File: config.mk
export PLATFORM = sky130hd
export DESIGN_NAME = tt_um_serial_subtractor_christ
export DESIGN_NICKNAME = d
export VERILOG_FILES = /design/src/rtl/tt_sub_pkg.sv /design/src/rtl/half_subtractor.sv /design/src/rtl/tt_um_serial_subtractor_christ.sv
export SDC_FILE = /design/constraint.sdc
export NUM_CORES = 1
export LEC_CHECK = 0
export ABC_AREA = 1
export CAP_MARGIN = 10
export CORE_ASPECT_RATIO = 1.2
export CORE_MARGIN = 10
export CORE_UTILIZATION = 49
export CTS_BUF_LIST = sky130_fd_sc_hd__clkbuf_4 sky130_fd_sc_hd__clkbuf_8
export DETAILED_ROUTE_END_ITERATION = 10
export PLACE_DENSITY = 0.87
export SLEW_MARGIN = 20
export SYNTH_ARGS = -nofsm -noshare
export SYNTH_HDL_FRONTEND = slang
export SYNTH_HIERARCHICAL = 1
export SYNTH_SLANG_ARGS = --single-unit
File: constraint.sdc
create_clock -name clk -period 3.9 [get_ports clk]
set_input_delay 0.78 -clock clk [delete_from_list [all_inputs] [get_ports clk]]
set_output_delay 0.78 -clock clk [all_outputs]
set_load 0.01 [all_outputs]
File: src/rtl/tt_sub_pkg.sv
// Shared constants, pin map and FSM state type for the bit-serial subtractor.
// Latency: n/a (declarations only).
// Backpressure: n/a.
package tt_sub_pkg;

    // Operand width is fixed by the tile pin budget
    localparam int WIDTH = 4;
    localparam int CNT_W = 2;

    // Counter value of the last (MSB) bit of an operation
    localparam logic [CNT_W-1:0] LAST_CNT = CNT_W'(WIDTH - 1);

    // Pin indices: start on uio_in, status bits on uo_out
    localparam int START_BIT  = 0;
    localparam int BORROW_BIT = 4;
    localparam int BUSY_BIT   = 5;
    localparam int DONE_BIT   = 6;
    localparam int OVF_BIT    = 7;

    typedef enum logic [1:0] {
        IDLE  = 2'd0,
        SHIFT = 2'd1,
        DONE  = 2'd2
    } state_t;

endpackage

File: src/rtl/half_subtractor.sv
// Half subtractor: d = a - b, bo = borrow out.
// Latency: combinational.
// Backpressure: none.
module half_subtractor (
    input  logic a,
    input  logic b,
    output logic d,
    output logic bo
);

    assign d  = a ^ b;
    assign bo = ~a & b;

endmodule

File: src/rtl/tt_um_serial_subtractor_christ.sv
// Bit-serial 4-bit subtractor, LSB first, one difference bit per clock. Optional macro: SIGNED_OVF_EN.
// Latency: WIDTH cycles from the capturing start edge; one result per WIDTH+1 cycles back to back.
// Backpressure: none; start is ignored while busy, results hold until the next start.
module tt_um_serial_subtractor_christ
    import tt_sub_pkg::*;
(
    input  logic       clk,
    input  logic       rst_n,
    input  logic       ena,
    input  logic [7:0] ui_in,
    input  logic [7:0] uio_in,
    output logic [7:0] uo_out,
    output logic [7:0] uio_out,
    output logic [7:0] uio_oe
);

    state_t             r_state;
    state_t             w_next;
    logic [WIDTH-1:0]   r_a;
    logic [WIDTH-1:0]   r_b;
    logic [WIDTH-1:0]   r_res_sr;
    logic [WIDTH-1:0]   r_result;
    logic [CNT_W-1:0]   r_cnt;
    logic               r_borrow;
    logic               r_bout;
    logic               w_start;
    logic               w_load;
    logic               w_last;
    logic               w_d1;
    logic               w_bo1;
    logic               w_d;
    logic               w_bo2;
    logic               w_bout;
    logic               w_unused;
`ifdef SIGNED_OVF_EN
    logic               r_ovf;
`endif

    assign w_start  = uio_in[START_BIT];
    assign w_last   = (r_cnt == LAST_CNT);
    assign w_unused = &{1'b0, ena, uio_in[7:1]};

    // Full subtractor stage: first half subtracts b from a, second subtracts the incoming borrow
    half_subtractor u_hs_ab (
        .a  (r_a[0]),
        .b  (r_b[0]),
        .d  (w_d1),
        .bo (w_bo1)
    );

    half_subtractor u_hs_bin (
        .a  (w_d1),
        .b  (r_borrow),
        .d  (w_d),
        .bo (w_bo2)
    );

    assign w_bout = w_bo1 | w_bo2;

    // State register
    always_ff @(posedge clk or negedge rst_n) begin
        if (!rst_n) begin
            r_state <= IDLE;
        end else begin
            r_state <= w_next;
        end
    end

    // Next-state logic; start is only honoured outside SHIFT
    always_comb begin
        w_next = r_state;
        w_load = 1'b0;
        case (r_state)
            IDLE: begin
                if (w_start) begin
                    w_next = SHIFT;
                    w_load = 1'b1;
                end
            end
            SHIFT: begin
                if (w_last) begin
                    w_next = DONE;
                end
            end
            DONE: begin
                if (w_start) begin
                    w_next = SHIFT;
                    w_load = 1'b1;
                end
            end
            default: begin
                w_next = IDLE;
            end
        endcase
    end

    // Operand capture, serial shifting and result publication
    always_ff @(posedge clk or negedge rst_n) begin
        if (!rst_n) begin
            r_a      <= '0;
            r_b      <= '0;
            r_res_sr <= '0;
            r_result <= '0;
            r_cnt    <= '0;
            r_borrow <= 1'b0;
            r_bout   <= 1'b0;
`ifdef SIGNED_OVF_EN
            r_ovf    <= 1'b0;
`endif
        end else if (w_load) begin
            r_a      <= ui_in[WIDTH-1:0];
            r_b      <= ui_in[2*WIDTH-1:WIDTH];
            r_cnt    <= '0;
            r_borrow <= 1'b0;
`ifdef SIGNED_OVF_EN
            r_ovf    <= 1'b0;
`endif
        end else if (r_state == SHIFT) begin
            r_res_sr <= {w_d, r_res_sr[WIDTH-1:1]};
            r_a      <= r_a >> 1;
            r_b      <= r_b >> 1;
            r_borrow <= w_bout;
            r_cnt    <= r_cnt + 1'b1;
            if (w_last) begin
                r_result <= {w_d, r_res_sr[WIDTH-1:1]};
                r_bout   <= w_bout;
`ifdef SIGNED_OVF_EN
                // On the last bit r_a[0]/r_b[0] are the captured operand MSBs
                r_ovf    <= (r_a[0] ^ r_b[0]) & (r_a[0] ^ w_d);
`endif
            end
        end
    end

    // Output pin assembly; result bits only change at completion
    always_comb begin
        uo_out             = '0;
        uo_out[WIDTH-1:0]  = r_result;
        uo_out[BORROW_BIT] = r_bout;
        uo_out[BUSY_BIT]   = (r_state == SHIFT);
        uo_out[DONE_BIT]   = (r_state == DONE);
`ifdef SIGNED_OVF_EN
        uo_out[OVF_BIT]    = r_ovf;
`endif
    end

    assign uio_out = '0;
    assign uio_oe  = '0;

endmodule

# Word-level counts from Yosys, hierarchy flattened
# Index checks and enable logic that the tools add are counted.
# W data, S select, Z words.
[totals]
reg_bits = 22
latchBits = 0
ramBits = 0
rom_bits = 0
input_bits = 19
out_inout_bits = 24
elab_cells = 41
mem_count = 0
[classes]
addsub = 1
multipliers = 0
div = 0
magnitude_cmp = 0
eq_ne = 5
shifts = 0
muxes = 13
bitwise_logic = 8
n_reduce_logical = 6
[op_table]
columns = ["cell", "n"]
rows = [
  ["$mux W4", 4],
  ["$mux W2", 4],
  ["$eq A2 B2 Y1 const B", 2],
  ["$mux W1", 4],
  ["$ne A2 B1 Y1 const B", 2],
  ["$pmux W2 S2", 1],
  ["$reduce_and A2 Y1", 2],
  ["$not A1 Y1", 3],
  ["$reduce_and A3 Y1", 1],
  ["$add A2 B1 Y2 const B", 1],
  ["$and A1 B1 Y1", 2],
  ["$eq A2 B1 Y1 const B", 1],
  ["$logic_not A2 Y1", 1],
  ["$reduce_bool A2 Y1", 1],
  ["$reduce_or A2 Y1", 1],
  ["$xor A1 B1 Y1", 2],
  ["$or A1 B1 Y1", 1],
]

# Logic depth before layout (Yosys ltp)
[logic_depth]
ltp_word = 6
mapped_depth = 8
ltp_nobuf = 8

# Modules after synthesis
# The synthesis kept the hierarchy.
[modules_own_cells]
columns = ["module", "instances", "cells_each", "area_each_um2", "seq_area_each_um2"]
rows = [
  ["tt_um_serial_subtractor_christ", 1, 133, 1113.6, 525.5],
  ["half_subtractor", 2, 3, 20.0, 0.0],
]

# Least setup slack after synthesis
# Ideal clock, no wire load.
[synth_timing]
kind = "register -> output"
startpoint = "reg r_state[0]"
endpoint = "out uo_out[5]"
arrival_time_ps = 841
required_ps = 3120
path_slack_ps = 2279
path_stages_with_launch = 6
path_buffers = 3
cell_sequence = "dfrtp_1 -> buf_6 -> inv_6 -> nor2_4 -> buf_6 -> buf_4"
[synth_via]
elab_chain_cells = 1
[synth_lines]
columns = ["item", "line_no", "source"]
rows = [
  ["from (decl)", "tt_um_serial_subtractor_christ.sv:17", "state_t r_state;"],
  ["from (signal assigned)", "tt_um_serial_subtractor_christ.sv:65", "r_state <= w_next;"],
  ["$eq A2 B1 Y1", "tt_um_serial_subtractor_christ.sv:140", "uo_out[BUSY_BIT] = (r_state == SHIFT);"],
  ["to (decl)", "tt_um_serial_subtractor_christ.sv:12", "output logic [7:0] uo_out,"],
]
# No other way between the ends.

# Worst setup path after layout
# Ends and elaborated chain as after synthesis.

==> impl_results.md <==
- Least-Margin Pin Slew: between 0.9 and 1 ns
- WL met3: about 97 um
- DRT Pass-1 Iters: 4
- N_diodes: 0
- Most frequent cells in the layout: 44 x nand2_1, 21 x dfrtp_1, 17 x conb_1, 17 x clkdlybuf4s50_1, 12 x nand3_1
- Final core occ: 0.554
- Highest ir drop seen on vdd: 0.000338 V
- Routed length on met2: 1.08 mm
- Required @ worst endpoint: 3.12 ns
- Seq/Total Area, Yosys: 0.456
- GR Util All Layers: 0.0925
- Final Power: about 0.00096 W
- Boundary pin count: between 40 and 50
- Layout cell share with drive strength beyond 1: 0.0784
- Largest net degree at the start of global routing: 22
- Max Clock Skew: a little over 0.0009 ns
- CTS Hold Buffers Added: 0
- Ratio of final minimum period to clock period: 0.660
- Worst reg-to-reg setup slack: between 2 and 2.5 ns
- H-tree levels: 1
- Synthesis Warnings: 6
- DIE HEIGHT: 73.2 um
- Hold Crit Class: flop to flop
- Initial antenna violation count: 0
- Synth Area per Inst: 8.30 sq um
- Outcome: complete, no violations
- Setup crit end kind: output pin
- Post-Place Worst Slack: roughly 1.7 ns
- Std cell rows: 19
- CP max stage delay: around 0.6 ns
- CTS Root Buffer Type: clkbuf_4
- HP Start: r_cnt[0]
- Reg2reg path depth: 8
- DRT Wirelength: just over 2 mm
- Final GP Congestion: approximately 0.77
- Initial DRC Count: 13
- Skew-Pair Late Insertion Delay: around 0.3 ns
- Worst-path cell chain: inv_6 > nor2_4 > clkdlybuf4s50_1
- Top routing layer in use: met4
- Leading area contributor after synthesis: dfrtp_1
- DR DRC count: 0
- Met1 WL: 862 um
- CTS max path bufs: 2
- # Max-Cap Violations: 0
- Chip width: 64.3 um
- Antenna Violating Nets Remaining: 0
- Commonest non-fill, non-tap cell in the layout: nand2_1
- Syn Inst Count: between 100 and 150
- Clock slew at reported path FFs: around 0.11 ns
- Slowest-stage cell, CP: clkdlybuf4s50_1
- Max Slew Vio Count: 0
- Vias/cell: ~4.4
- # nets final: roughly 180
- Setup_tns: 0 ns
- Pwr/cell area: roughly 760 nW/um^2
- CTS tree: done
- Kind of critical path: flop to output pin
- Post-CTS setup buffers: 0
- Reg-to-reg startpoint: r_a[0]
- R2R Path End: r_borrow
- Largest cells by area after synthesis: dfrtp_1 46%, nand2_1 14%, buf_4 12%
- Worst Hold Endpoint: r_cnt[0]
- Hold Path Stages: 1
- Core Region: 2280 sq um
- Max_slew headroom: 0.388
- Port Buffers: 17
- Netlist Area Pre-Place: between 1000 and 1500 sq um
- Final worst slack: ~1.3 ns
- Global route total overflow: 0
- Hold Violations, Final: 0
- Startpoint Class: flop
- Die ar.: around 4700 sq um
- Vias in the first global route: approximately 850
- Initial Util: 0.505
- Final setup viols: 0
- Top-area cell type share of the netlist area: 0.456
- Worst endpoint data arrival time: about 1.8 ns
- Dpl hpwl: 1.66 mm
- TritonCTS Buffers: 3
- Wire per inst: roughly 11 um
- Final Critical Period: roughly 2.6 ns
- Via count: approximately 820
- Crit path max fanout: 12
- Leakage power: 0.676 nW
- Clock sink total: 21
- Global-route wire length before repair: roughly 3.6 mm
- RSZ-0062 raised after global routing: no
- Synthesized flop and latch total: 21
- Fmax: about 0.39 GHz
- Synth unique cells: 18
- Area grow syn2layout: 9.65%
- Resize count post-CTS: 0
-- power breakdown --
| part | internal [W] | switching [W] | total, W | leakage [nW] |
|---|---|---|---|---|
| combinational | 0.000189 | 0.000266 | 0.000455 | 0.396 |
| sequential | 0.000322 | 0.0000692 | 0.000391 | 0.261 |
| clock | 0.0000468 | 0.0000638 | 0.000111 | 0.0184 |
-- worst max-delay path by stage --
stage               cells after the start        from         to
global placement                        3  r_state[0]  uo_out[5]
global route                            3  r_state[0]  uo_out[5]
CTS                                     3  r_state[0]  uo_out[5]
finish                                  3  r_state[0]  uo_out[5]
detailed placement                      3  r_state[0]  uo_out[5]
floorplan                               5  r_state[0]  uo_out[5]
-- Yosys cell counts (all sizes together) --
cell    instances
nand3b          3
inv            13
nand2          46
dfrtp          21
buf            23
nor2           11
or2             1
ha              3
o21ai           4
a21oi           1
nand3          12
conb            1
-- state kept, by name, indices dropped and copies added (netlist names) --
name,flops
r_a,4
r_borrow,1
r_state,2
r_bout,1
r_result,4
r_res_sr,3
r_cnt,2
r_b,4
-- metal layers --
metal,global-route usage,vias to the layer above
li1,-,416
met1,0.101,378
met2,0.171,18
met3,0.0261,3
met4,0.0214,0
met5,0,-
-- kinds of logic after synthesis --
logic type	Yosys count	synth area share
AO/OA/AOI/OAI	5	0.0217
adder cells (fa/ha/maj)	3	0.0325
buffers and inverters	36	0.209
flip-flops	21	0.456
other	1	0.00325
AND/OR/NAND/NOR	73	0.278
-- through the flow --
stage / hold WS, ns / instances / instance area, sq um
after detailed placement: 0.472 / 180 / 1230
final: 0.489 / 184 / 1260
after CTS: 0.493 / 184 / 1260
after floorplan: 0.442 / 155 / 1210
after global routing: 0.517 / 184 / 1260
after global placement: 0.454 / 180 / 1230
-- critical path: cells and delay by family, from the launching register on --
kind | cells | cell delay (ns)
flops | 1 | 0.58
buf+inv | 2 | 0.67
simple gates | 1 | 0.24
-- cell type report --
| cell class | instances | area [sq um] |
|---|---|---|
| well taps | 31 | 38.8 |
| inverters | 13 | 53.8 |
| fillers | 234 | 1020 |
| repair buffers | 17 | 170 |
| clock buffers | 4 | 30.0 |
| multi-input cells | 98 | 447 |
| flip-flops and latches | 21 | 526 |
(Power assumes the default switching activity.)
